File: src/rtl/wb_arb_pkg.sv
// Shared definitions for the Wishbone DRAM arbiter: FSM states, default bus
// widths matching the interconnect, and an elaboration-time clog2 helper.
package wb_arb_pkg;

    localparam int DEF_AW = 36;
    localparam int DEF_DW = 32;

    typedef enum logic [1:0] {
        ST_IDLE  = 2'd0,
        ST_GRANT = 2'd1,
        ST_ABORT = 2'd2
    } arb_state_t;

    // Ceiling log2; clog2(1) = 0.
    function automatic int clog2(input int value);
        int result;
        int v;
        result = 0;
        v = value - 1;
        while (v > 0) begin
            result = result + 1;
            v = v >> 1;
        end
        return result;
    endfunction

endpackage

File: src/rtl/wb_dram_arbiter_rr_pick.sv
// Rotating-priority selector: scans req starting at last+1 (wrapping modulo
// NM) and returns the first requester as both one-hot and encoded index.
module rr_pick
    import wb_arb_pkg::*;
#(
    parameter int NM = 4,
    parameter int IW = clog2(NM)
) (
    input  logic [NM-1:0] req,
    input  logic [IW-1:0] last,
    output logic [NM-1:0] gnt,
    output logic [IW-1:0] idx,
    output logic          any
);

    logic [IW-1:0] pos [NM];

    // Candidate index for each scan step, in priority order.
    always_comb begin
        for (int i = 0; i < NM; i++) begin
            pos[i] = IW'((int'(last) + i + 1) % NM);
        end
    end

    // First requester in scan order wins.
    always_comb begin
        gnt = '0;
        idx = '0;
        any = 1'b0;
        for (int i = 0; i < NM; i++) begin
            if (!any && req[pos[i]]) begin
                any         = 1'b1;
                gnt[pos[i]] = 1'b1;
                idx         = pos[i];
            end
        end
    end

endmodule

File: src/rtl/wb_dram_arbiter.sv
// Round-robin arbiter sharing one Wishbone DRAM slave among NM masters.
// A grant is held for the owner's whole cyc window; a watchdog aborts an
// owner whose strobe goes unacknowledged for TIMEOUT cycles.
module wb_dram_arbiter
    import wb_arb_pkg::*;
#(
    parameter int NM      = 4,
    parameter int AW      = DEF_AW,
    parameter int DW      = DEF_DW,
    parameter int TIMEOUT = 1023
) (
    input  logic                   clk_i,
    input  logic                   rst_i,
    input  logic [NM*AW-1:0]       m_adr_i,
    input  logic [NM*DW-1:0]       m_dat_i,
    input  logic [NM*(DW/8)-1:0]   m_sel_i,
    input  logic [NM-1:0]          m_we_i,
    input  logic [NM-1:0]          m_cyc_i,
    input  logic [NM-1:0]          m_stb_i,
    output logic [DW-1:0]          m_dat_o,
    output logic [NM-1:0]          m_ack_o,
    output logic [NM-1:0]          m_err_o,
    output logic [AW-1:0]          s_adr_o,
    output logic [DW-1:0]          s_dat_o,
    output logic [(DW/8)-1:0]      s_sel_o,
    output logic                   s_we_o,
    output logic                   s_cyc_o,
    output logic                   s_stb_o,
    input  logic [DW-1:0]          s_dat_i,
    input  logic                   s_ack_i,
    output logic [NM-1:0]          grant_o,
    output logic                   abort_o
);

    localparam int SW = DW / 8;
    localparam int IW = clog2(NM);
    // Watchdog counter must hold TIMEOUT; keep one bit when disabled.
    localparam int WW = (TIMEOUT > 0) ? clog2(TIMEOUT + 1) : 1;

    arb_state_t    state_q, state_d;
    logic [NM-1:0] grant_d;
    logic [IW-1:0] last_q, last_d;
    logic [WW-1:0] wd_q, wd_d;

    logic [NM-1:0] pick_gnt;
    logic [IW-1:0] pick_idx;
    logic          pick_any;

    logic [AW-1:0] adr_arr [NM];
    logic [DW-1:0] dat_arr [NM];
    logic [SW-1:0] sel_arr [NM];

    logic own_cyc, own_stb, own_we;
    logic in_grant, stalled, expire;

    rr_pick #(
        .NM (NM),
        .IW (IW)
    ) u_pick (
        .req  (m_cyc_i),
        .last (last_q),
        .gnt  (pick_gnt),
        .idx  (pick_idx),
        .any  (pick_any)
    );

    // Unpack the flattened master buses so the owner can be selected by index.
    always_comb begin
        for (int k = 0; k < NM; k++) begin
            adr_arr[k] = m_adr_i[k*AW +: AW];
            dat_arr[k] = m_dat_i[k*DW +: DW];
            sel_arr[k] = m_sel_i[k*SW +: SW];
        end
    end

    // last_q doubles as the owner index while a grant is active.
    assign own_cyc  = m_cyc_i[last_q];
    assign own_stb  = m_stb_i[last_q];
    assign own_we   = m_we_i[last_q];
    assign in_grant = (state_q == ST_GRANT);

    // Address/data lines follow the owner; controls are gated by the grant so
    // that an asynchronous reset drops them without waiting for a clock.
    assign s_adr_o = adr_arr[last_q];
    assign s_dat_o = dat_arr[last_q];
    assign s_sel_o = sel_arr[last_q];
    assign s_cyc_o = in_grant & own_cyc;
    assign s_stb_o = in_grant & own_cyc & own_stb;
    assign s_we_o  = in_grant & own_we;

    // Acks reach the owner only while granted, so late acks are swallowed.
    assign m_dat_o = s_dat_i;
    assign m_ack_o = in_grant ? (grant_o & {NM{s_ack_i}}) : '0;
    assign m_err_o = (state_q == ST_ABORT) ? grant_o : '0;
    assign abort_o = (state_q == ST_ABORT);

    // An ack in the expiry cycle is not a stall, so the ack wins.
    assign stalled = s_stb_o & ~s_ack_i;
    assign expire  = (TIMEOUT != 0) && stalled && (wd_q == WW'(TIMEOUT - 1));

    // Next-state, grant and watchdog update.
    always_comb begin
        state_d = state_q;
        grant_d = grant_o;
        last_d  = last_q;
        wd_d    = '0;
        case (state_q)
            ST_IDLE: begin
                if (pick_any) begin
                    state_d = ST_GRANT;
                    grant_d = pick_gnt;
                    last_d  = pick_idx;
                end
            end
            ST_GRANT: begin
                if (!own_cyc) begin
                    state_d = ST_IDLE;
                    grant_d = '0;
                end else if (expire) begin
                    state_d = ST_ABORT;
                end else if (stalled && (TIMEOUT != 0)) begin
                    wd_d = wd_q + WW'(1);
                end
            end
            ST_ABORT: begin
                state_d = ST_IDLE;
                grant_d = '0;
            end
            default: begin
                state_d = ST_IDLE;
                grant_d = '0;
            end
        endcase
    end

    // State, grant, round-robin pointer and watchdog registers.
    always_ff @(posedge clk_i or posedge rst_i) begin
        if (rst_i) begin
            state_q <= ST_IDLE;
            grant_o <= '0;
            last_q  <= IW'(NM - 1);
            wd_q    <= '0;
        end else begin
            state_q <= state_d;
            grant_o <= grant_d;
            last_q  <= last_d;
            wd_q    <= wd_d;
        end
    end

endmodule

File: config.mk
export PLATFORM = sky130hd
export DESIGN_NAME = wb_dram_arbiter
export DESIGN_NICKNAME = d
export VERILOG_FILES = /design/src/rtl/wb_arb_pkg.sv /design/src/rtl/wb_dram_arbiter_rr_pick.sv /design/src/rtl/wb_dram_arbiter.sv
export SDC_FILE = /design/constraint.sdc
export NUM_CORES = 1
export LEC_CHECK = 0
export CAP_MARGIN = 20
export CORE_AREA = 8 8 172 174
export DETAILED_ROUTE_END_ITERATION = 8
export DIE_AREA = 0 0 180 182
export PLACE_DENSITY = 0.51
export RECOVER_POWER = 50
export SKIP_CTS_REPAIR_TIMING = 1
export SLEW_MARGIN = 10
export SYNTH_ARGS = -nofsm -noshare
export SYNTH_HDL_FRONTEND = slang
export SYNTH_SLANG_ARGS = --single-unit
File: constraint.sdc
create_clock -name clk_i -period 3.1 [get_ports clk_i]
set_input_delay 0.62 -clock clk_i [delete_from_list [all_inputs] [get_ports clk_i]]
set_output_delay 0.62 -clock clk_i [all_outputs]
set_load 0.005 [all_outputs]
==> results of run 1 <==
-- flip-flops by register name, summed over array words and instances, names as in the netlist --
signal / flops
grant_o: 4
state_q: 2
last_q: 2
wd_q: 10
-- synthesized netlist by cell type (2+ instances only) --
| master | n | area (µm²) |
|---|---|---|
| a21oi_1 | 3 | 15.0 |
| a221oi_1 | 4 | 35.0 |
| and2_1 | 7 | 43.8 |
| and3_1 | 7 | 43.8 |
| buf_1 | 4 | 15.0 |
| buf_2 | 6 | 30.0 |
| buf_4 | 32 | 240 |
| clkbuf_1 | 8 | 30.0 |
| dfrtp_1 | 16 | 400 |
| dfstp_2 | 2 | 52.6 |
| ha_1 | 10 | 125 |
| inv_1 | 10 | 37.5 |
| mux2i_1 | 4 | 40.0 |
| mux4_1 | 2 | 52.6 |
| mux4_2 | 75 | 1690 |
| nand2_1 | 8 | 30.0 |
| nand3_1 | 3 | 15.0 |
| nand4_1 | 2 | 12.5 |
| nor2_1 | 14 | 52.6 |
| nor2b_1 | 5 | 31.3 |
| o21ai_0 | 8 | 40.0 |
| o2bb2ai_1 | 5 | 43.8 |
| o31ai_1 | 2 | 15.0 |
| xnor2_1 | 3 | 26.3 |
| xor2_1 | 6 | 52.6 |
-- power by group through the flow --
stage	sequential [mW]	combinational (mW)	clock, mW
2_1_floorplan	0.332	2.06	0
3_3_place_gp	0.434	4.42	0
4_1_cts	0.430	4.43	0.295
3_5_place_dp	0.436	4.42	0
6_report	0.406	4.36	0.290
5_1_grt	0.424	4.68	0.310
-- worst max-delay path, stage by stage, from the launching register on --
cell	delay, ns
dfstp_4	0.76
buf_4	0.20
mux4_2	0.56
and2_1	0.19
clkdlybuf4s50_1	0.45
-- how the worst max path moves through the flow --
stage               start    endpoint  slack [ns]  cells past startpoint
2_1_floorplan   last_q[1]  grant_o[0]        0.01                      9
3_3_place_gp   m_cyc_i[1]     s_cyc_o        0.19                      5
3_5_place_dp   m_cyc_i[1]     s_cyc_o        0.19                      5
4_1_cts         last_q[0]  s_adr_o[8]       -0.05                      3
5_1_grt         last_q[0]     s_stb_o       0.003                      5
6_report        last_q[0]      s_we_o        0.07                      4
-- metal layers --
metal,vias up,routed length [µm]
li1,1788,-
met1,1961,9670
met2,266,12200
met3,20,3520
met4,6,284
met5,-,195
-- layout by cell type (no fill, tap or decap), drive strengths merged, types with 2 or more instances in the layout --
master,Yosys,layout
clkdlybuf4s50,0,379
ha,10,10
xor2,6,6
mux4,77,77
dlygate4sd3,0,10
buf,43,21
and3,7,7
nor2b,5,5
dfstp,2,2
nand2,8,8
mux2i,4,4
a221oi,4,4
nand3,3,3
xnor2,3,3
inv,10,10
a21oi,3,3
o2bb2ai,5,5
o31ai,3,3
dfrtp,16,16
nor2,14,14
nand4,2,2
o21ai,8,8
clkbuf,8,4
or4,2,2
and2,7,7
-- cell type report --
class	instances	area, µm²	share of cell area, %
Clock buffer	4	88.8	1.16
Timing Repair Buffer	411	4130	53.9
Tap cell	341	427	5.56
Inverter	10	37.5	0.489
Multi-Input combinational cell	186	2530	32.9
Sequential cell	18	460	6.00
-- cell families (layout without fill, tap and decap cells) --
family / Yosys count / in the layout / share of synthesized area, %
flops: 18 / 18 / 13.5
mux: 82 / 82 / 53.6
fa+ha+maj: 10 / 10 / 3.74
simple gates: 53 / 53 / 8.45
buf+inv: 61 / 425 / 10.9
xor+xnor: 9 / 9 / 2.36
compound gates: 32 / 32 / 7.44
==> flow_metrics.py, run 1 <==
metrics = {
    "floorplanning": {
        "row_count": 60,
        "die_y_um": 182,
        "core_um2": 26700,
        "start_util_pct": 12.6,
        "num_io_pins": 455,
        "chipWidth_um": 180,
        "die_area_um2": 32800,
    },
    "route": {
        "totalWireLength_um": 25900,
        "wire_per_inst_um": 26.7,
        "drc": 0,
        "drt-pass1-iter-count": 6,
        "first_iter_violations": 189,
        "viasPerCell": 4.17,
        "vias": 4041,
        "antenna_left": 0,
    },
    "yosys": {
        "synth.distinct_cells": 44,
        "ys_warn_count": 0,
        "synthesis.nets": 610,
        "ys.flop_type": "dfrtp_1",
        "synth_area_um2": 3350,
        "synthArstFlopShare_pct": 100,
        "synth_seq_cells": 18,
        "seq_area_frac_synth_pct": 13.5,
        "synth_edf_count": 0,
        "netlist_instances": 265,
        "syn_avg_cell_area_um2": 12.6,
    },
    "global_route": {
        "grt_pass1_wl_um": 36300,
        "antenna_found_initial": 2,
        "grt-ovfl-total": 0,
        "gr-max-usage-layer": "met2",
        "grt_max_degree": 26,
        "grt.total_usage_pct": 15.3,
        "grtUsageMet1_pct": 17.2,
        "grt_pass1_vias": 4668,
        "use_met2_pct": 25.7,
        "grt_use_met3_pct": 7.88,
    },
    "clocking": {
        "clockBufferDepth": 2,
        "clk_pin_slew_worst_paths_ns": 0.06,
        "clkLatencyLatePin_ns": 0.25,
        "cts_sinks": 18,
        "cts-htree-levels": 1,
        "tritoncts": "yes",
        "cts_buffers": 3,
        "cts_root_buffer": "clkbuf_16",
    },
    "sta": {
        "final.setup.worst_slack_ns": 0.0745,
        "final-setup-viol-count": 0,
        "finalMaxSlewViolations": 0,
        "fin_tns_setup_ns": 0,
        "hold_slack_ns": 0.521,
        "hold_violations": 0,
        "post-route-period-util_pct": 97.6,
        "worst_pin_slew_ns": 0.727,
        "period_minus_slack_ns": 3.03,
        "skew_ns": 0.00256,
        "rsz0062_at_grt": "no",
        "fmax_mhz": 331,
        "max_slew_margin_pct": 51.5,
    },
    "power": {
        "power_frac_seq_pct": 8.0,
        "power_density_nw_per_um2": 659,
        "p_switching_mw": 2.00,
        "clkPwrFrac_pct": 5.7,
        "p_int_mw": 3.05,
        "fin_total_pwr_mw": 5.06,
        "pwr-share-comb_pct": 86.2,
        "p_sw_share_pct": 39.6,
        "p_leak_nw": 2.79,
        "ir_drop_uv": 320,
    },
    "critical_path": {
        "cp.required_ns": 2.48,
        "critPathArrivalTime_ns": 2.41,
        "reg2reg_from": "last_q[0]",
        "critical_path_class": "flop to output pin",
        "r2r.worst_path.cells": 7,
        "r2r_end": "grant_o[3]",
        "crit_fanout": 12,
        "endpoint_kind": "output pin",
        "rrSetupSlack_ns": 0.31,
        "start_kind": "flop",
    },
    "min_path": {
        "worstHoldStart": "wd_q[0]",
        "min_to": "wd_q[0]",
        "holdPathStages": 1,
        "hp-class": "flop to flop",
    },
    "outcome": {
        "status": "completed",
    },
    "finish": {
        "diodes": 0,
        "area_growth_pct": 129,
        "drive_above_1_share_pct": 17.2,
        "fin_nets": 975,
        "fin_area_um2": 7680,
        "post-route-util_pct": 28.8,
        "nFillCells": 2793,
        "instances_no_fill": 970,
    },
    "placement": {
        "routabilityCongestion": 0.867,
        "dpl_cell_area_um2": 7560,
        "place_inst": 964,
        "portBuffers": 390,
        "dp_slack_ns": 0.190,
        "dpl.hpwl_um": 24200,
    },
    "flow_run": {
        "maxCapViolCount": 0,
    },
}
Power figures use the tool's default switching activity.
==> run 2, diff against run 1 <==
--- a/config.mk
+++ b/config.mk
@@ -6,13 +6,14 @@
 export NUM_CORES = 1
 export LEC_CHECK = 0
 export CAP_MARGIN = 20
-export CORE_AREA = 8 8 172 174
+export CORE_AREA = 8 8 173 175
+export CTS_BUF_LIST = sky130_fd_sc_hd__clkbuf_4
 export DETAILED_ROUTE_END_ITERATION = 8
-export DIE_AREA = 0 0 180 182
-export PLACE_DENSITY = 0.51
+export DIE_AREA = 0 0 181 183
+export PLACE_DENSITY = 0.52
 export RECOVER_POWER = 50
-export SKIP_CTS_REPAIR_TIMING = 1
 export SLEW_MARGIN = 10
 export SYNTH_ARGS = -nofsm -noshare
 export SYNTH_HDL_FRONTEND = slang
+export SYNTH_HIERARCHICAL = 1
 export SYNTH_SLANG_ARGS = --single-unit
==> flow_metrics.py, run 2 <==
metrics = {
    "yosys": {
        "synthArstFlopShare_pct": 100,
        "ys.flop_type": "dfrtp_1",
        "syn_avg_cell_area_um2": 12.3,
        "netlist_instances": 287,
        "ys_warn_count": 6,
        "synth_area_leaders": "mux4_2 49%, dfrtp_1 11%, buf_4 7.0%, ha_1 3.5%, mux2i_1 2.0%",
        "synth_most_common_cell": "mux4_2",
        "synth_seq_cells": 18,
        "synthDominantCellAreaShare_pct": 49.1,
        "synth.distinct_cells": 52,
        "synthesis.nets": 632,
        "synth_common_cells": "77 x mux4_2, 33 x buf_4, 16 x dfrtp_1, 10 x ha_1, 10 x nand2_1",
        "synth_edf_count": 0,
        "seq_area_frac_synth_pct": 12.8,
        "synth_area_um2": 3530,
        "synth_top_area_cell": "mux4_2",
    },
    "placement": {
        "dp_slack_ns": 0.0596,
        "portBuffers": 390,
        "routabilityCongestion": 0.855,
        "dpl.hpwl_um": 18800,
    },
    "route": {
        "drt-pass1-iter-count": 4,
        "vias": 4156,
        "antenna_left": 0,
        "viasPerCell": 4.13,
        "wire_per_inst_um": 22.1,
        "first_iter_violations": 229,
        "totalWireLength_um": 22300,
        "drc": 0,
    },
    "finish": {
        "layout_commonest_cell": "clkdlybuf4s50_1",
        "largest_register_ffs": 10,
        "regMostFlops": "wd_q",
        "fin_nets": 1004,
        "most-common-layout-cells": "377 x clkdlybuf4s50_1, 77 x mux4_2, 20 x buf_4",
        "area_growth_pct": 125,
        "top_regs": "wd_q: 10 flops, grant_o: 4 flops",
        "drive_above_1_share_pct": 19.8,
    },
    "sta": {
        "fmax_mhz": 331,
        "fin_tns_setup_ns": 0,
        "finalMaxSlewViolations": 0,
        "hold_slack_ns": 0.565,
        "max_slew_margin_pct": 51.3,
        "hold_violations": 0,
        "skew_ns": 0.0142,
        "worst_pin_slew_ns": 0.726,
        "final.setup.worst_slack_ns": 0.0793,
        "final-setup-viol-count": 0,
        "post-route-period-util_pct": 97.4,
        "rsz0062_at_grt": "no",
        "period_minus_slack_ns": 3.02,
    },
    "global_route": {
        "grt-ovfl-total": 0,
        "grt_pass1_vias": 4598,
        "grt.total_usage_pct": 12.4,
        "grt_max_degree": 44,
        "grt_pass1_wl_um": 31400,
        "antenna_found_initial": 3,
    },
    "power": {
        "ir_drop_uv": 511,
        "power_density_nw_per_um2": 646,
        "p_leak_nw": 2.89,
    },
    "floorplanning": {
        "chipWidth_um": 181,
        "die_area_um2": 33100,
        "row_count": 61,
        "core_um2": 27300,
        "die_y_um": 183,
        "num_io_pins": 455,
        "start_util_pct": 12.9,
    },
    "clocking": {
        "cts_buffers": 3,
        "tritoncts": "yes",
        "clkLatencyLatePin_ns": 0.31,
        "cts_sinks": 18,
        "clockBufferDepth": 2,
        "clk_pin_slew_worst_paths_ns": 0.12,
        "cts-htree-levels": 1,
        "cts_root_buffer": "clkbuf_4",
    },
    "critical_path": {
        "start_kind": "flop",
        "critPathBufInv": 3,
        "crit_fanout": 14,
        "worstPathCellList": "buf_4 -> bufbuf_16 -> mux4_2 -> clkdlybuf4s50_1",
        "cp_slowest_stage_delay_ns": 0.70,
        "cp.required_ns": 2.48,
        "cpLargestDelayFamily": "buffers and inverters",
        "cpMaxStageDelayCell": "dfstp_4",
        "critical_path_class": "flop to output pin",
        "endpoint_kind": "output pin",
        "critPathArrivalTime_ns": 2.40,
    },
    "min_path": {
        "hp-class": "flop to flop",
    },
    "flow_run": {
        "maxCapViolCount": 0,
    },
    "outcome": {
        "status": "completed",
    },
}
[run 2: cell types whose count changed in the layout (fill, tap and decap cells not counted), sizes merged, moves of 5 or more]
cell	before	now
nor2	14	9
a21oi	3	10
buf	21	28
a22oi	0	5
nor3	0	6
o2bb2ai	5	0
[run 2: power by group]
part	switching [mW]	internal, mW
sequential	0.0759	0.293
combinational	1.74	2.89
clock	0.0813	0.0470
total	1.90	3.23
[run 2: worst register-to-register path, cell delays in order (launching register included)]
cell and delay (ns):
dfstp_4 0.70, buf_4 0.14, bufbuf_16 0.29, mux2_2 0.42, or4_4 0.45, a21oi_4 0.22, a22oi_1 0.09, nand2_1 0.07
mux2i_1 0.06, or2_2 0.27, a21oi_1 0.13
[run 2: final timing paths]
path                       cells past startpoint         end  startpoint  slack [ns]
setup / recovery                               4  s_adr_o[1]   last_q[0]        0.08
hold / removal                                 1     wd_q[0]     wd_q[0]        0.57
setup reg to reg                              10  grant_o[3]   last_q[0]        0.19
hold reg to reg                                1     wd_q[0]     wd_q[0]        0.57
max in group asynchronous                      2     wd_q[9]       rst_i        1.79
min in group asynchronous                      2     wd_q[8]       rst_i        0.85
[run 2: per-stage QoR]
step                cells  utilization (%)  total power, mW  instance area (µm²)
floorplan             287                -             2.57                 3530
global placement      987             28.3             4.77                 7720
detailed placement    987             28.3             4.76                 7720
CTS                   996             28.8             5.14                 7860
global route         1004             29.0             5.49                 7930
finish               1006             29.1             5.13                 7940
[run 2: final cells by class]
type | instances | area (µm²)
well taps | 346 | 433
repair buffers | 421 | 4270
flip-flops and latches | 18 | 460
multi-input cells | 208 | 2720
fillers | 2816 | 19400
clock inverters | 1 | 3.75
clock buffers | 3 | 22.5
diodes | 2 | 5.00
inverters | 7 | 26.3
[run 2: layer usage]
layer  GRT usage (%)  wire length [µm]  vias to the layer above
li1                -                 -                     1906
met3            4.63              2190                       34
met4            1.90               309                        4
met1            14.8              8780                     1956
met2            21.5             11000                      256
met5               0                26                        -
[run 2: what timing repair did]
action	CTS	global route
cloned	2	0
hold buffers	0	0
resized for setup	2	10
endpoints found under the setup margin	19	30
buffers inserted	3	9
[run 2: logic make-up (layout without fill, tap and decap cells)]
| family | Yosys count | after routing | synth area share, % |
|---|---|---|---|
| adder cells (fa/ha/maj) | 10 | 10 | 3.54 |
| AO/OA/AOI/OAI | 39 | 39 | 8.04 |
| flip-flops | 18 | 18 | 12.8 |
| buffers and inverters | 61 | 432 | 10.8 |
| multiplexers | 87 | 87 | 52.0 |
| other | 0 | 2 | 0 |
| AND/OR/NAND/NOR | 69 | 69 | 12.1 |
| XOR/XNOR | 3 | 3 | 0.743 |
==> run 3, diff against run 2 <==
--- a/config.mk
+++ b/config.mk
@@ -5,11 +5,12 @@
 export SDC_FILE = /design/constraint.sdc
 export NUM_CORES = 1
 export LEC_CHECK = 0
-export CAP_MARGIN = 20
+export CAP_MARGIN = 0
 export CORE_AREA = 8 8 173 175
 export CTS_BUF_LIST = sky130_fd_sc_hd__clkbuf_4
 export DETAILED_ROUTE_END_ITERATION = 8
 export DIE_AREA = 0 0 181 183
+export HOLD_SLACK_MARGIN = 0.02
 export PLACE_DENSITY = 0.52
 export RECOVER_POWER = 50
 export SLEW_MARGIN = 10
==> results of run 3 <==
No change in the layout: final DEF, timing and power equal those of run 2.
